--- src/rtl/b11_feed_pkg.sv ---
// b11_feed_pkg: shared types and constants for the b11 upstream feeder.
package b11_feed_pkg;
    localparam int W_DATA  = 6;
    localparam int GAP_MIN = 12;
    localparam int GAP_MAX = 255;
    localparam int W_CNT   = 8;
    typedef enum logic [1:0] {WAIT, IDLE, STROBE} state_t;
    function automatic bit is_pow2(input int v);
        return (v >= 2) && ((v & (v - 1)) == 0);
    endfunction
endpackage

--- src/rtl/b11_feed_fifo.sv ---
// b11_feed_fifo: synchronous FIFO with wrap-bit pointers and a registered occupancy count.
module b11_feed_fifo #(
    parameter int DEPTH = 4,
    parameter int WIDTH = 6
) (
    input  logic                     clock,
    input  logic                     reset,
    input  logic                     push,
    input  logic                     pop,
    input  logic [WIDTH-1:0]         din,
    output logic [WIDTH-1:0]         dout,
    output logic                     full,
    output logic                     empty,
    output logic [$clog2(DEPTH):0]   level
);
    localparam int AW = $clog2(DEPTH);
    logic [WIDTH-1:0] mem [DEPTH];
    logic [AW:0] wr_ptr, rd_ptr;
    logic do_push, do_pop;
    assign full    = (wr_ptr[AW] != rd_ptr[AW]) && (wr_ptr[AW-1:0] == rd_ptr[AW-1:0]);
    assign empty   = wr_ptr == rd_ptr;
    assign do_push = push && !full;
    assign do_pop  = pop && !empty;
    assign dout    = mem[rd_ptr[AW-1:0]];
    always_ff @(posedge clock or negedge reset) begin
        if (!reset) begin
            wr_ptr <= '0;
            rd_ptr <= '0;
            level  <= '0;
        end else begin
            wr_ptr <= wr_ptr + (AW+1)'(do_push);
            rd_ptr <= rd_ptr + (AW+1)'(do_pop);
            level  <= level + (AW+1)'(do_push) - (AW+1)'(do_pop);
        end
    end
    always_ff @(posedge clock) begin
        if (do_push) mem[wr_ptr[AW-1:0]] <= din;
    end
endmodule

--- src/rtl/b11_feed_seq.sv ---
// b11_feed_seq: buffers 6-bit words and launches each onto x_in with a one-cycle
// active-low stbi, spacing launches GAP cycles apart so b11 is back in its sampling state.
module b11_feed_seq
    import b11_feed_pkg::*;
#(
    parameter int DEPTH = 4,
    parameter int GAP   = 16
) (
    input  logic                     clock,
    input  logic                     reset,
    input  logic [W_DATA-1:0]        din,
    input  logic                     din_valid,
    output logic                     din_ready,
    output logic [W_DATA-1:0]        x_in,
    output logic                     stbi,
    output logic [$clog2(DEPTH):0]   level,
    output logic [W_CNT-1:0]         launch_cnt
);
    localparam logic [7:0] GAP_RELOAD = 8'(GAP - 2);
    generate
        if (GAP < GAP_MIN || GAP > GAP_MAX || !is_pow2(DEPTH)) begin : g_bad_param
            $error("b11_feed_seq: GAP must be 12..255 and DEPTH a power of two >= 2");
        end
    endgenerate
    state_t state;
    logic [7:0] gap_cnt;
    logic full, empty, pop;
    logic [W_DATA-1:0] head;
    assign din_ready = !full;
    assign pop       = (state == IDLE) && !empty;
    b11_feed_fifo #(.DEPTH(DEPTH), .WIDTH(W_DATA)) u_fifo (
        .clock (clock),
        .reset (reset),
        .push  (din_valid && din_ready),
        .pop   (pop),
        .din   (din),
        .dout  (head),
        .full  (full),
        .empty (empty),
        .level (level)
    );
    // WAIT leaves on the edge where the counter reaches 0, giving GAP-2 WAIT cycles.
    always_ff @(posedge clock or negedge reset) begin
        if (!reset) begin
            state      <= WAIT;
            gap_cnt    <= GAP_RELOAD;
            x_in       <= '0;
            stbi       <= 1'b1;
            launch_cnt <= '0;
        end else begin
            case (state)
                WAIT: begin
                    gap_cnt <= gap_cnt - 8'd1;
                    if (gap_cnt <= 8'd1) state <= IDLE;
                end
                IDLE: begin
                    if (!empty) begin
                        x_in  <= head;
                        stbi  <= 1'b0;
                        state <= STROBE;
                    end
                end
                STROBE: begin
                    stbi       <= 1'b1;
                    launch_cnt <= launch_cnt + 8'd1;
                    gap_cnt    <= GAP_RELOAD;
                    state      <= WAIT;
                end
                default: state <= WAIT;
            endcase
        end
    end
endmodule

--- config.mk ---
export PLATFORM = sky130hd
export DESIGN_NAME = b11_feed_seq
export DESIGN_NICKNAME = d
export VERILOG_FILES = /design/src/rtl/b11_feed_pkg.sv /design/src/rtl/b11_feed_fifo.sv /design/src/rtl/b11_feed_seq.sv
export SDC_FILE = /design/constraint.sdc
export NUM_CORES = 1
export LEC_CHECK = 0
export CAP_MARGIN = 20
export CORE_UTILIZATION = 50
export CTS_CLUSTER_SIZE = 12
export DETAILED_ROUTE_END_ITERATION = 7
export PLACE_DENSITY = 0.75
export SKIP_CTS_REPAIR_TIMING = 1
export SYNTH_ARGS = -nofsm -noshare
export SYNTH_HDL_FRONTEND = slang
export SYNTH_SLANG_ARGS = --single-unit
--- constraint.sdc ---
create_clock -name clock -period 2.5 [get_ports clock]
set_input_delay 0.625 -clock clock [delete_from_list [all_inputs] [get_ports clock]]
set_output_delay 0.625 -clock clock [all_outputs]
set_load 0.005 [all_outputs]
# Word level (Yosys, flattened, before mapping)
# Memories as Yosys holds them, arrays and structs flattened. A register that Yosys moved wholly into a read port is not among the register bits.
# Index checks and enable logic that the tools add are counted.
dict set report word_totals {
  register_bits 28
  ram_bits 24
  input_bits 9
  output_inout_bits 19
  word_cells 45
  n_memories 1
}
dict set report classes {
  add_sub_neg 6
  n_lt_le_gt_ge 1
  n_eq_ne 7
  mux 8
  bitwise 1
  n_reduce_logical 14
}
# name depth word_bits read_ports rd_ports_with_merged_regs write_ports line
set memory_table {}
lappend memory_table {u_fifo.mem 4 6 1 1 1 b11_feed_fifo.sv:17} ;# logic [WIDTH-1:0] mem [DEPTH];
# operator count
set ops {}
lappend ops {{$pmux 8 s2} 1}
lappend ops {{$add 3x1->3} 3}
lappend ops {{$add 8x1->8 const B} 1}
lappend ops {{$le 8x1->1 const B} 1}
lappend ops {{$sub 8x1->8 const B} 1}
lappend ops {{$reduce_and 2->1} 3}
lappend ops {{$logic_and 1x1->1} 5}
lappend ops {{$mux 2} 2}
lappend ops {{$ne 2x2->1 const B} 2}
lappend ops {{$pmux 2 s2} 1}
lappend ops {{$reduce_bool 2->1} 2}
lappend ops {{$eq 3x3->1} 1}
lappend ops {{$logic_not 1->1} 3}
lappend ops {{$mux 1} 3}
lappend ops {{$sub 3x1->3} 1}
lappend ops {{$eq 2x1->1 const B} 1}
lappend ops {{$eq 2x2->1} 1}
lappend ops {{$eq 2x2->1 const B} 1}
lappend ops {{$logic_not 2->1} 1}
lappend ops {{$pmux 1 s2} 1}
lappend ops {{$ne 1x1->1} 1}
lappend ops {{$not 1->1} 1}

# Logic depth before layout (Yosys ltp)
dict set report logic_depth {
  depth_word 7
  ltp_mapped 9
  depth_no_buf 8
}

# By module
# Synthesis repeated with hierarchy kept, for this count alone.
dict set report hier_totals {
  hier_cells 173
  area_unflattened_um2 2533.7
}
# module n_inst cells_per_inst area_each_um2 seq_area_each_um2
set by_module_without_submodules {}
lappend by_module_without_submodules {b11_feed_fifo 1 75 1401.3 945.9}
lappend by_module_without_submodules {b11_feed_seq 1 98 1132.3 630.6}

# Least setup slack after synthesis
# Ideal clock, no wire load.
dict set report synth_path {
  kind {register to register}
  startpoint {register u_fifo.rd_ptr[0]}
  endpoint {register u_fifo.level[2]}
  setup_ns 0.123
  t_arrival_ns 2.308
  required_time_ns 2.377
  path_slack_ns 0.070
  stages_incl_launch_ff 10
  path_buffers 1
  synth_period_minus_slack_ns 2.430
  path_cell_list {dfrtp_1 buf_6 xnor2_1 a311oi_4 ha_1 inv_1 ha_1 fa_1 xor2_1 xnor2_1}
}
dict set report synth_between {
  elab_cells_between_ends 11
  cone_classes {2 x add/sub; 2 x eq/ne; 7 x reduce/logical}
}
# element line
set synth_rtl {}
lappend synth_rtl {{start, declared} b11_feed_fifo.sv:18} ;# logic [AW:0] wr_ptr, rd_ptr;
lappend synth_rtl {{start signal, assigned} b11_feed_fifo.sv:32} ;# rd_ptr <= rd_ptr + (AW+1)'(do_pop);
lappend synth_rtl {{$eq 3x3->1} b11_feed_fifo.sv:21} ;# assign empty = wr_ptr == rd_ptr;
lappend synth_rtl {{$logic_not 1->1} b11_feed_seq.sv:30} ;# assign pop = (state == IDLE) && !empty;
lappend synth_rtl {{$logic_and 1x1->1} b11_feed_seq.sv:30}
lappend synth_rtl {{named net pop} b11_feed_seq.sv:27} ;# logic full, empty, pop;
lappend synth_rtl {{$logic_and 1x1->1} b11_feed_fifo.sv:23} ;# assign do_pop = pop && !empty;
lappend synth_rtl {{$sub 3x1->3} b11_feed_fifo.sv:33} ;# level <= level + (AW+1)'(do_push) - (AW+1)'(do_pop);
lappend synth_rtl {{end signal, assigned} b11_feed_fifo.sv:33}
lappend synth_rtl {{end, declared} b11_feed_fifo.sv:14} ;# output logic [$clog2(DEPTH):0] level
# The timed path passes the listed nets, and every way through them passes these cells.
# A chain may end at the register's enable or synchronous reset.

# Final worst setup path
dict set report layout_path {
  startpoint {register u_fifo.wr_ptr[2]}
  endpoint {output port din_ready}
}
dict set report layout_between {
  elab_chain_len 3
}
# element line
set layout_rtl {}
lappend layout_rtl {{start, declared} b11_feed_fifo.sv:18}
lappend layout_rtl {{start signal, assigned} b11_feed_fifo.sv:31} ;# wr_ptr <= wr_ptr + (AW+1)'(do_push);
lappend layout_rtl {{$ne 1x1->1} b11_feed_fifo.sv:20} ;# assign full = (wr_ptr[AW] != rd_ptr[AW]) && (wr_ptr[AW-1:0] == rd_ptr[AW-1:0]);
lappend layout_rtl {{$logic_and 1x1->1} b11_feed_fifo.sv:20}
lappend layout_rtl {{$logic_not 1->1} b11_feed_seq.sv:29} ;# assign din_ready = !full;
lappend layout_rtl {{end, declared} b11_feed_seq.sv:13} ;# output logic din_ready,
# No other way between the ends.

==> results.md <==
- Status: complete, no violations
- WL/cell: 15.5 um
- Avg Vias per Cell: 5.18
- Element type at the critical path start: register
- Initial antenna violation count: 0
- Worst Setup Path Type: register to primary output
- Synth async-reset ratio: 0.586
- Pwr dens: 1150 nW/um^2
- R2R cell count: 7
- PortBufs: 27
- Final non-filler cell total: 279
- Synth top area share: 0.300
- Worst Hold Path EP: u_fifo.level[2]$_DFF_PN0_
- Total CTS buffers: 9
- Post-synth EDFFs: 24
- VDD IR-drop max: 0.000707 V
- First-pass GRT wire length: 7150 um
- Clock Latency Late Sink: 340 ps
- Syn Nets: 185
- Nets: 226
- Pin count of the biggest net entering global routing: 35
- Largest stage delay on the critical path: 450 ps
- CP Max Fanout: 5
- Max-slew violations: 0
- DIE WIDTH: 72.8 um
- Worst path slowest cell: clkdlybuf4s50_1
- Worst setup EP type: primary output
- Placed Cells: 263
- Root Driver: clkbuf_8
- Cell taking the most area after synthesis: dfrtp_1
- Core area: 4790 sq um
- Tot Pwr: 3.57 mW
- Sequential share of the synthesized area: 0.629
- Worst path arrival time: 1800 ps
- Clock skew: 8.04 ps
- Area Growth Syn to Fin: 24.1%
- Synth area leaders: dfrtp_1 30%, edfxtp_1 29%, mux4_2 5.4%, ha_1 4.5%, dfstp_2 4.2%
- GRT Util Overall: 0.192
- Commonest non-fill, non-tap cell in the layout: dfrtp_1
- Beginning of the worst hold path: u_fifo.level[2]$_DFF_PN0_
- Actual slew at the worst max-slew pin: 596 ps
- CTS tree: yes
- Gr busiest metal: met2
- Total number of vias: 1446
- Maxcap violations: 0
- Fill cells: 367
- Ant diodes: 0
- Fin crit share: 0.971
- Hold WC Path Type: register to register
- Iteration-0 DRC count of the detailed router: 67
- Row cnt: 25
- Met1 Use GR: 0.230
- Syn Area/Cell: 15.1 sq um
- RR Startpoint: u_fifo.wr_ptr[2]$_DFF_PN0_
- Seq cells post-synth: 58
- DP HPWL: 3010 um
- Initial Utilization: 0.524
- Final GP Congestion: 0.744
- LEAKAGE: 1.26 nW
- Fin util: 0.650
- Hold Path Stages: 1
- Clk pin slew, worst setup/hold paths: 70 ps
- Layout cells sized above 1: 0.236
- Yosys cell types: 35
- R2R Path End: u_fifo.level[2]$_DFF_PN0_
- M2 GR Usage: 0.318
- Highest clock rate: 0.412 GHz
- Most frequently used flop master after synthesis: dfrtp_1
- WL final: 4310 um
- DRC: 0
- Setup Viol. Count Final: 0
- Tmin final: 2430 ps
- Worst EP required: 1880 ps
- H-tree depth: 3
- Netlist Area Pre-Place: 2510 sq um
- R2R setup slack: 250 ps
- Antenna Nets Post-Route: 0
- Number of synthesis warnings: 0
- Most frequent cells in the layout: 29 x dfrtp_1, 27 x clkdlybuf4s50_1, 24 x edfxtp_1
- Met3 Usage GRT: 0.0580
- Final Hold Viols: 0
- GRT Residual Overflow: 0
- First-pass DRT Iterations: 4
- Vias in the first global route: 1514
- Slew HR: 0.602
- CTS max path bufs: 2
- Die Ht: 72.8 um
- Synth Instances: 166
- Num Clock Sinks: 58
- Num ports: 28
- Die ar.: 5300 sq um
- Crit-path cells: xnor2_2, or3_1, clkdlybuf4s50_1
==> logic make-up after synthesis <==
kind of cell    synth area share
flops                      0.629
simple gates              0.0804
compound gates            0.0514
xor+xnor                  0.0559
buf+inv                   0.0270
mux                        0.103
fa+ha+maj                 0.0529
==> worst max-delay path, delay by kind of cell, from the launching register on <==
kind                      cells  cell delay (ps)
buffers and inverters         1              450
DFF                           1              420
and+or+nand+nor               1              380
xor gates and xnor gates      1              210
==> Yosys cell counts, drive strengths merged (5+ instances only) <==
cell    count
ha          9
xnor2       7
dfrtp      30
nor2        5
inv         9
edfxtp     24
a21oi       6
mux4        6
mux2        9
xor2        9
==> stage by stage <==
stage	setup WS (ps)	cell area (sq um)	TNS, ps	hold slack [ps]
6_report	71.8	3110	0	473
4_1_cts	-12.0	3090	-12.0	477
2_1_floorplan	69.6	2510	0	329
5_1_grt	-14.1	3110	-14.1	497
3_3_place_gp	213	2890	0	460
3_5_place_dp	167	2890	0	463
==> how the worst max path moves through the flow <==
stage	startpoint	to	slack, ps	depth (start not counted)
2_1_floorplan	u_fifo.rd_ptr[0]$_DFF_PN0_	u_fifo.level[2]$_DFF_PN0_	70	9
3_3_place_gp	din_valid	u_fifo.level[2]$_DFF_PN0_	210	7
3_5_place_dp	u_fifo.wr_ptr[2]$_DFF_PN0_	u_fifo.level[2]$_DFF_PN0_	170	8
4_1_cts	u_fifo.wr_ptr[2]$_DFF_PN0_	din_ready	-10	3
5_1_grt	u_fifo.wr_ptr[2]$_DFF_PN0_	din_ready	-10	3
6_report	u_fifo.wr_ptr[2]$_DFF_PN0_	din_ready	70	3
==> state kept, by name (all words and copies together) (netlist names) <==
| signal | cells |
|---|---|
| u_fifo.mem | 24 |
| gap_cnt | 8 |
| launch_cnt | 8 |
| x_in | 6 |
| u_fifo.level | 3 |
| u_fifo.rd_ptr | 3 |
| u_fifo.wr_ptr | 3 |
| state | 2 |
| stbi | 1 |
==> final cells by class <==
class / count / area, sq um / share of cell area
clock inverter: 7 / 76.3 / 0.0245
timing repair buffer: 36 / 338 / 0.109
tap: 67 / 83.8 / 0.0270
sequential: 58 / 1580 / 0.507
multi-input combinational: 93 / 877 / 0.282
inverter: 9 / 33.8 / 0.0109
clock buffer: 9 / 124 / 0.0398
==> routing by layer <==
metal	vias to the layer above	part of all wire
met5	-	0
li1	691	-
met3	11	0.037
met1	718	0.43
met2	26	0.51
met4	0	0.019
==> report_power, final <==
| group | internal [mW] | switching, mW |
|---|---|---|
| registers | 1.32 | 0.217 |
| clock network | 0.466 | 0.392 |
| logic | 0.666 | 0.505 |
| total | 2.45 | 1.11 |
Note: power is estimated with default switching activity, not from simulation.
